===== src/rtl/int4_unpack_fp16.sv =====
// Packed INT4 word -> FP16 nibble stream, one exact conversion per cycle, LSB nibble first.
// Feeds the b operand of the FP16 multiplier lane; no scaling is applied here.
module int4_unpack_fp16 #(
  parameter int IN_W     = 32,
  parameter int SIGNED_W = 1
) (
  input  logic            clk,
  input  logic            rst,
  input  logic            in_valid,
  output logic            in_ready,
  input  logic [IN_W-1:0] in_data,
  input  logic            in_last,
  output logic            out_valid,
  input  logic            out_ready,
  output logic [15:0]     out_data,
  output logic            out_last
);

  localparam int NIB  = IN_W / 4;
  localparam int IDXW = (NIB > 1) ? $clog2(NIB) : 1;

  typedef enum logic {IDLE, EMIT} state_t;

  state_t          state, state_nxt;
  logic [IN_W-1:0] shreg;
  logic            held_last;
  logic [IDXW-1:0] idx;
  logic            accept, xfer, at_end;

  // Exact INT4 -> FP16: magnitudes 1..15 need at most 4 significant bits,
  // so the mantissa is just the bits below the leading one, left-aligned.
  function automatic logic [15:0] conv(input logic [3:0] nib);
    logic       sgn;
    logic [3:0] mag;
    logic [1:0] msb;
    logic [9:0] mant;
    sgn = (SIGNED_W != 0) && nib[3];
    mag = sgn ? (~nib + 4'd1) : nib;
    msb = 2'd0;
    for (int b = 1; b < 4; b++)
      if (mag[b]) msb = 2'(b);
    case (msb)
      2'd3:    mant = {mag[2:0], 7'd0};
      2'd2:    mant = {mag[1:0], 8'd0};
      2'd1:    mant = {mag[0], 9'd0};
      default: mant = 10'd0;
    endcase
    conv = (mag == 4'd0) ? 16'h0000 : {sgn, 5'd15 + {3'd0, msb}, mant};
  endfunction

  assign at_end    = (idx == IDXW'(NIB - 1));
  assign out_valid = (state == EMIT);
  assign xfer      = out_valid & out_ready;
  assign in_ready  = (state == IDLE) | (xfer & at_end);
  assign accept    = in_valid & in_ready;
  assign out_last  = held_last & at_end;

  always_ff @(posedge clk) begin
    if (rst) state <= IDLE;
    else     state <= state_nxt;
  end

  always_comb begin
    state_nxt = state;
    case (state)
      IDLE:    if (accept) state_nxt = EMIT;
      EMIT:    if (xfer && at_end && !accept) state_nxt = IDLE;
      default: state_nxt = IDLE;
    endcase
  end

  // Shift register holds the not-yet-emitted nibbles; out_data is pre-converted
  // one cycle ahead so the output is a clean register.
  always_ff @(posedge clk) begin
    if (rst) begin
      shreg     <= '0;
      held_last <= 1'b0;
      idx       <= '0;
      out_data  <= 16'h0000;
    end else if (accept) begin
      shreg     <= in_data >> 4;
      held_last <= in_last;
      idx       <= '0;
      out_data  <= conv(in_data[3:0]);
    end else if (xfer && !at_end) begin
      shreg     <= shreg >> 4;
      idx       <= idx + 1'b1;
      out_data  <= conv(shreg[3:0]);
    end
  end

endmodule

===== config.mk =====
export PLATFORM = sky130hd
export DESIGN_NAME = int4_unpack_fp16
export DESIGN_NICKNAME = d
export VERILOG_FILES = /design/src/rtl/int4_unpack_fp16.sv
export SDC_FILE = /design/constraint.sdc
export NUM_CORES = 1
export LEC_CHECK = 0
export BUFFER_PORTS_ARGS = -buffer_cell sky130_fd_sc_hd__buf_2
export CORE_UTILIZATION = 53
export DETAILED_ROUTE_END_ITERATION = 7
export PLACE_DENSITY_LB_ADDON = 0.1
export RECOVER_POWER = 100
export SYNTH_ARGS = -nofsm -noshare
export SYNTH_HDL_FRONTEND = slang
export SYNTH_SLANG_ARGS = --single-unit

===== constraint.sdc =====
create_clock -name clk -period 3.2 [get_ports clk]
set_clock_uncertainty 0.15 [all_clocks]
set_input_delay 0.64 -clock clk [delete_from_list [all_inputs] [get_ports clk]]
set_output_delay 0.64 -clock clk [all_outputs]
set_load 0.01 [all_outputs]

==> results of run 1 <==
-- final cells by class --
class | count | area [µm²]
clock buffers | 5 | 68.8
clock inverters | 3 | 17.5
fillers | 388 | 1540
inverters | 9 | 33.8
multi-input cells | 193 | 1210
flip-flops and latches | 41 | 821
well taps | 50 | 62.6
repair buffers | 51 | 243
-- cells in the final DEF, fill, tap and decap left out, types with 2 or more instances in the layout --
cell type and count:
nor2_1 9, clkinv_2 2, nand3b_1 3, nand3_1 10
conb_1 7, a311oi_1 3, or3_1 2, dfxtp_1 41
xnor2_1 3, inv_1 9, nand2_1 36, buf_2 35
o31ai_1 2, a211oi_1 2, ha_1 10, o21ai_0 7
mux2i_1 2, clkbuf_1 14, nand2b_1 4, clkbuf_8 5
a22oi_1 26, and3_1 2, buf_4 2, a21oi_1 38
nor3_1 5
-- metrics by stage --
stage	hold slack (ps)	setup slack [ps]	area (µm²)	utilization (%)
global route	320	291	2460	61.5
global placement	289	380	2390	59.8
floorplan	282	569	2240	-
detailed placement	298	333	2390	59.8
finish	308	433	2460	61.5
CTS	310	632	2480	62.0
-- synthesized netlist by cell type (3+ instances only) --
library cell	count	area (µm²)
dfxtp_1	41	821
a21oi_1	38	190
nand2_1	36	135
a22oi_1	26	195
buf_4	11	82.6
ha_1	10	125
nand3_1	10	50.1
inv_1	9	33.8
nor2_1	9	33.8
buf_2	7	35.0
o21ai_0	7	35.0
clkbuf_1	5	18.8
nor3_1	5	25.0
nand2b_1	4	25.0
a311oi_1	3	26.3
buf_6	3	33.8
nand3b_1	3	22.5
xnor2_1	3	26.3
-- cells by family (layout without fill, tap and decap cells) --
kind of cell	count (synthesis)	after routing	synth area share, %
buffers and inverters	35	68	9.20
XOR/XNOR	4	4	1.58
flip-flops	41	41	37.0
AO/OA/AOI/OAI	87	87	25.5
AND/OR/NAND/NOR	83	83	19.9
multiplexers	2	2	0.903
other	1	7	0.169
adder cells (fa/ha/maj)	10	10	5.65
-- flip-flops by register name, summed over array words and instances, names as in the netlist --
register and cells:
held_last 1, idx 3, shreg 28, out_valid 1, out_data 8
-- tightest hold or removal path: cells and delay by family, from the launching register on --
family / cells / cell delay, ps
flops: 1 / 310
simple gates: 1 / 50
compound gates: 1 / 50
-- final timing paths --
check,depth (start not counted),slack [ps],endpoint
worst min-delay path,2,310,shreg[14]
worst min register to register,2,310,shreg[14]
worst max-delay path,10,430,out_data[9]
worst max register to register,6,510,shreg[2]
-- layer usage --
metal  vias to the layer above  GRT usage, %  wire length, µm
met1                       918          28.0             2210
met4                         0          6.38               38
li1                       1007             -                -
met2                        37          37.6             2280
met5                         -             0                0
met3                         4          5.65              156
-- power by group --
part           switching (mW)  total (mW)  internal (mW)
Sequential             0.0213       0.563          0.542
Combinational           0.128       0.212         0.0836
Clock                   0.179       0.329          0.151
==> reports/results.tsv, run 1 <==
stage	metric	value	unit
clock_network	PostCTS Resize Cnt	0	
route	First DRT Iteration DRCs	95	
placed_design	port buffer count	48	
global_routing	initial antenna violation count	0	
clock_network	post-CTS setup buffer count	0	
clock_network	Clock Latency Late Sink	290	ps
timing	Final min period	2770	ps
floorplan	Core Area	4000	µm²
timing	Hold Fails Final Rpt	0	
global_routing	GRT Overall Usage	22.4	%
critical_path	kind of critical path	in -> reg	
synthesis	synthesized area	2220	µm²
cells_and_area	Final Net Count	348	
global_routing	vias in the first global route	1705	
route	DR pass1 iterations	4	
floorplan	Die H	66.7	µm
critical_path	worst-path fanout max	7	
cells_and_area	share of layout cells above drive strength 1	16.9	%
critical_path	Setup crit start	in_data[0]	
route	Vias/cell	5.59	
power	Peak VDD IR	0.323	mV
route	via count	1966	
critical_path	CP peak stage delay	370	ps
job	Max-Cap Viols	0	
status	status	finished clean	
floorplan	Rows	23	
worst_hold_path	Hold Crit Class	reg -> reg	
placed_design	Post-Place Cells	344	
power	total power	1.10	mW
placed_design	gp weighted congestion	0.852	
global_routing	largest net degree at the start of global routing	42	
synthesis	Post-Synthesis Cells	263	
synthesis	register area share after synthesis	37.0	%
global_routing	grt total ovfl	0	
floorplan	Die ar.	4440	µm²
timing	Final TNS setup	0	ps
synthesis	synth warn	0	
clock_network	CTS tree	yes	
route	Avg WL per Cell	13.3	µm
synthesis	Async S/R FF share, synth	0	%
synthesis	Avg Cell Area, Syn	8.43	µm²
critical_path	CP bufs+invs	3	
critical_path	Top delay family on crit path	compound AO/OA/AOI/OAI gates	
timing	Slew Limit Fails	0	
global_routing	first-pass GRT wire length	7620	µm
route	Final ANT Viol Nets	0	
clock_network	worst-case clock buffer depth	2	
cells_and_area	Final Non-Filler Cells	352	
critical_path	worst path cell trace	clkbuf_1 > inv_1 > ha_1 > xor2_1 > a311oi_1 > inv_1 > ha_1 > a221o_1 > o22ai_1 > a21oi_1	
cells_and_area	Ant. Diodes	0	
clock_network	CTS Buf Count	5	
floorplan	number of I/O pins	56	
power	LEAKAGE	0.976	nW
critical_path	CP endpoint kind	register	
critical_path	reg2reg start	idx[0]	
critical_path	Startpoint Class	primary input	
clock_network	Clock Sinks	41	
power	Power Density	449	nW/µm²
clock_network	clk slew on worst S/H paths	80	ps
worst_hold_path	HP Start	shreg[14]	
synthesis	count of cell types in the netlist	45	
clock_network	Hold-fix buffers, CTS	0	
timing	RSZ-0062 raised after global routing	no	
floorplan	Starting Density	55.4	%
synthesis	flops & latches, synth	41	
critical_path	CP arrival	2760	ps
route	Residual DRC	0	
clock_network	CTS Root Cell	clkbuf_8	
synthesis	Most used DFF post-synth	dfxtp_1	
timing	Tcrit/Tclk final	86.5	%
clock_network	Clock H-tree levels	2	
route	Routed WL	4680	µm
timing	final setup vio count	0	
timing	Worst-Margin Slew	860	ps
critical_path	critical path's slowest cell	a311oi_1	
placed_design	Final HPWL DP	3150	µm
critical_path	WP data required	3190	ps
synthesis	EDFF count, synth	0	
timing	slew margin rel.	42.7	%
floorplan	die width	66.7	µm
timing	Peak Freq	0.361	GHz
cells_and_area	Area Overhead vs Synth	11.0	%
No activity file was read; power rests on OpenSTA's default activity.
==> inputs of run 2 (changes only) <==
RECOVER_POWER = not set   (was 100)
==> run 2 against run 1 <==
- critical path type unchanged
- routed wire length down 0.21%
- largest power group unchanged
- total power up 0.42%
- die area unchanged
- highest routed layer unchanged
- final area up 0.81%
- largest cell class unchanged
- hold slack about the same
==> reports/results.tsv, run 2 (synthesis gave the netlist of run 1 again) <==
stage	metric	value	unit	change
route	DR pass1 iterations	4		unchanged
critical_path	worst r2r path cells	9		+3
global_routing	initial antenna violation count	0		unchanged
floorplan	Die ar.	4440	µm²	unchanged
route	Residual DRC	0		unchanged
cells_and_area	Sequential Area	821	µm²	unchanged
critical_path	reg-to-reg slack, setup	710	ps	+200 ps
critical_path	reg-to-reg endpoint	out_data[14]		
route	Vias/cell	5.59		+0.10%
clock_network	PostCTS Resize Cnt	0		unchanged
timing	Hold Fails Final Rpt	0		unchanged
critical_path	reg2reg start	shreg[1]		
timing	slew margin rel.	50.1	%	+7.4 points
power	LEAKAGE	1.03	nW	+5.5%
worst_hold_path	HP Start	shreg[14]		
critical_path	CP endpoint kind	register		
cells_and_area	largest registers	shreg (28), out_data (8), idx (3)		
cells_and_area	Final Net Count	348		unchanged
clock_network	Clock Sinks	41		unchanged
cells_and_area	share of layout cells above drive strength 1	21.5	%	+4.6 points
placed_design	pre-CTS setup slack	333	ps	unchanged
timing	Slew Limit Fails	0		unchanged
clock_network	Clock H-tree levels	2		unchanged
global_routing	GRT Overall Usage	22.4	%	unchanged
timing	min setup slack post-route	620	ps	+187 ps
global_routing	grt total ovfl	0		unchanged
status	status	finished clean		
critical_path	Startpoint Class	primary input		
route	Avg WL per Cell	13.3	µm	-0.21%
floorplan	die width	66.7	µm	unchanged
timing	Final TNS setup	0	ps	unchanged
cells_and_area	final instance area	2480	µm²	+0.81%
cells_and_area	Final Non-Filler Cells	352		unchanged
worst_hold_path	hold path cells	2		unchanged
worst_hold_path	Hold Crit Class	reg -> reg		
placed_design	port buffer count	48		unchanged
placed_design	DP Area	2390	µm²	unchanged
cells_and_area	Biggest register	shreg		
floorplan	Starting Density	55.4	%	unchanged
cells_and_area	most common cell after layout, fill and taps aside	buf_2		
critical_path	CP arrival	2570	ps	-190 ps
route	First DRT Iteration DRCs	91		-4.2%
cells_and_area	Fillers	378		-2.6%
power	Power Density	447	nW/µm²	-0.39%
timing	Peak Freq	0.388	GHz	+7.3%
route	via count	1968		+0.10%
global_routing	vias in the first global route	1705		unchanged
floorplan	Die H	66.7	µm	unchanged
clock_network	Clock Latency Late Sink	290	ps	about the same
timing	Worst-Margin Slew	749	ps	-111 ps
critical_path	WP data required	3190	ps	about the same
job	Max-Cap Viols	0		unchanged
floorplan	Core Area	4000	µm²	unchanged
timing	Final min period	2580	ps	-187 ps
clock_network	CTS Buf Count	5		unchanged
clock_network	worst-case clock buffer depth	2		unchanged
timing	RSZ-0062 raised after global routing	no		
placed_design	Post-Place Cells	344		unchanged
timing	Tcrit/Tclk final	80.6	%	-5.9 points
critical_path	kind of critical path	in -> reg		
floorplan	number of I/O pins	56		unchanged
placed_design	Final HPWL DP	3150	µm	unchanged
cells_and_area	Largest register FFs	28		unchanged
floorplan	Rows	23		unchanged
route	Routed WL	4670	µm	-0.21%
placed_design	gp weighted congestion	0.852		unchanged
cells_and_area	area of the multi-input gates	1210	µm²	unchanged
clock_network	post-CTS setup buffer count	0		unchanged
clock_network	clk slew on worst S/H paths	80	ps	about the same
cells_and_area	Ant. Diodes	0		unchanged
critical_path	worst-path fanout max	7		unchanged
timing	final setup vio count	0		unchanged
clock_network	CTS tree	yes		
global_routing	first-pass GRT wire length	7620	µm	unchanged
route	Final ANT Viol Nets	0		unchanged
cells_and_area	most frequent cells in the layout	buf_2, dfxtp_1, a21oi_1		
clock_network	Hold-fix buffers, CTS	0		unchanged
global_routing	largest net degree at the start of global routing	42		unchanged
cells_and_area	Area Overhead vs Synth	11.9	%	
power	Peak VDD IR	0.324	mV	+0.38%
worst_hold_path	Worst Hold End	shreg[14]		
clock_network	CTS Root Cell	clkbuf_8		
-- run 2: cell types whose count changed in the layout (fill, tap and decap cells not counted), sizes merged --
cell | before | now
buf | 37 | 51
clkbuf | 19 | 5
-- run 2: cell type report --
class / instances / area share (%)
Clock buffer: 5 / 2.77
Tap cell: 50 / 2.52
Clock inverter: 3 / 0.706
Timing Repair Buffer: 51 / 10.6
Multi-Input combinational cell: 193 / 48.9
Sequential cell: 41 / 33.1
Inverter: 9 / 1.36
-- run 2: power by group --
part	internal, mW	leakage (nW)	switching [mW]
sequential	0.542	0.336	0.0210
combinational	0.0870	0.650	0.128
clock	0.151	0.0439	0.181
-- run 2: worst max-delay path by stage --
stage | start | slack (ps) | cells past startpoint | to
after global placement | in_data[0] | 380 | 10 | out_data[9]
after CTS | in_data[0] | 630 | 10 | out_data[9]
after detailed placement | in_data[0] | 330 | 10 | out_data[9]
after floorplan | in_data[1] | 570 | 9 | out_data[9]
after global routing | shreg[1] | 460 | 9 | out_data[14]
final | in_data[0] | 620 | 10 | out_data[9]
-- run 2: worst max-delay path: stages --
cell and delay [ps]:
buf_2 170, inv_1 80, ha_1 290, xor2_1 170, a311oi_1 360, inv_1 80
ha_1 200, a221o_1 340, o22ai_1 150, a21oi_1 80
-- run 2: stage by stage --
step	power, mW	util [%]	hold WS, ps
global placement	0.786	59.8	289
floorplan	0.737	-	282
CTS	1.12	62.0	310
global route	1.17	62.0	320
finish	1.11	62.0	308
detailed placement	0.789	59.8	298
-- run 2: metal layers --
layer	part of all wire (%)	track usage [%]	up-vias
met1	46	28.0	911
li1	-	-	1003
met2	49	37.6	50
met3	3.9	5.65	4
met5	0	0	-
met4	0.77	6.38	0
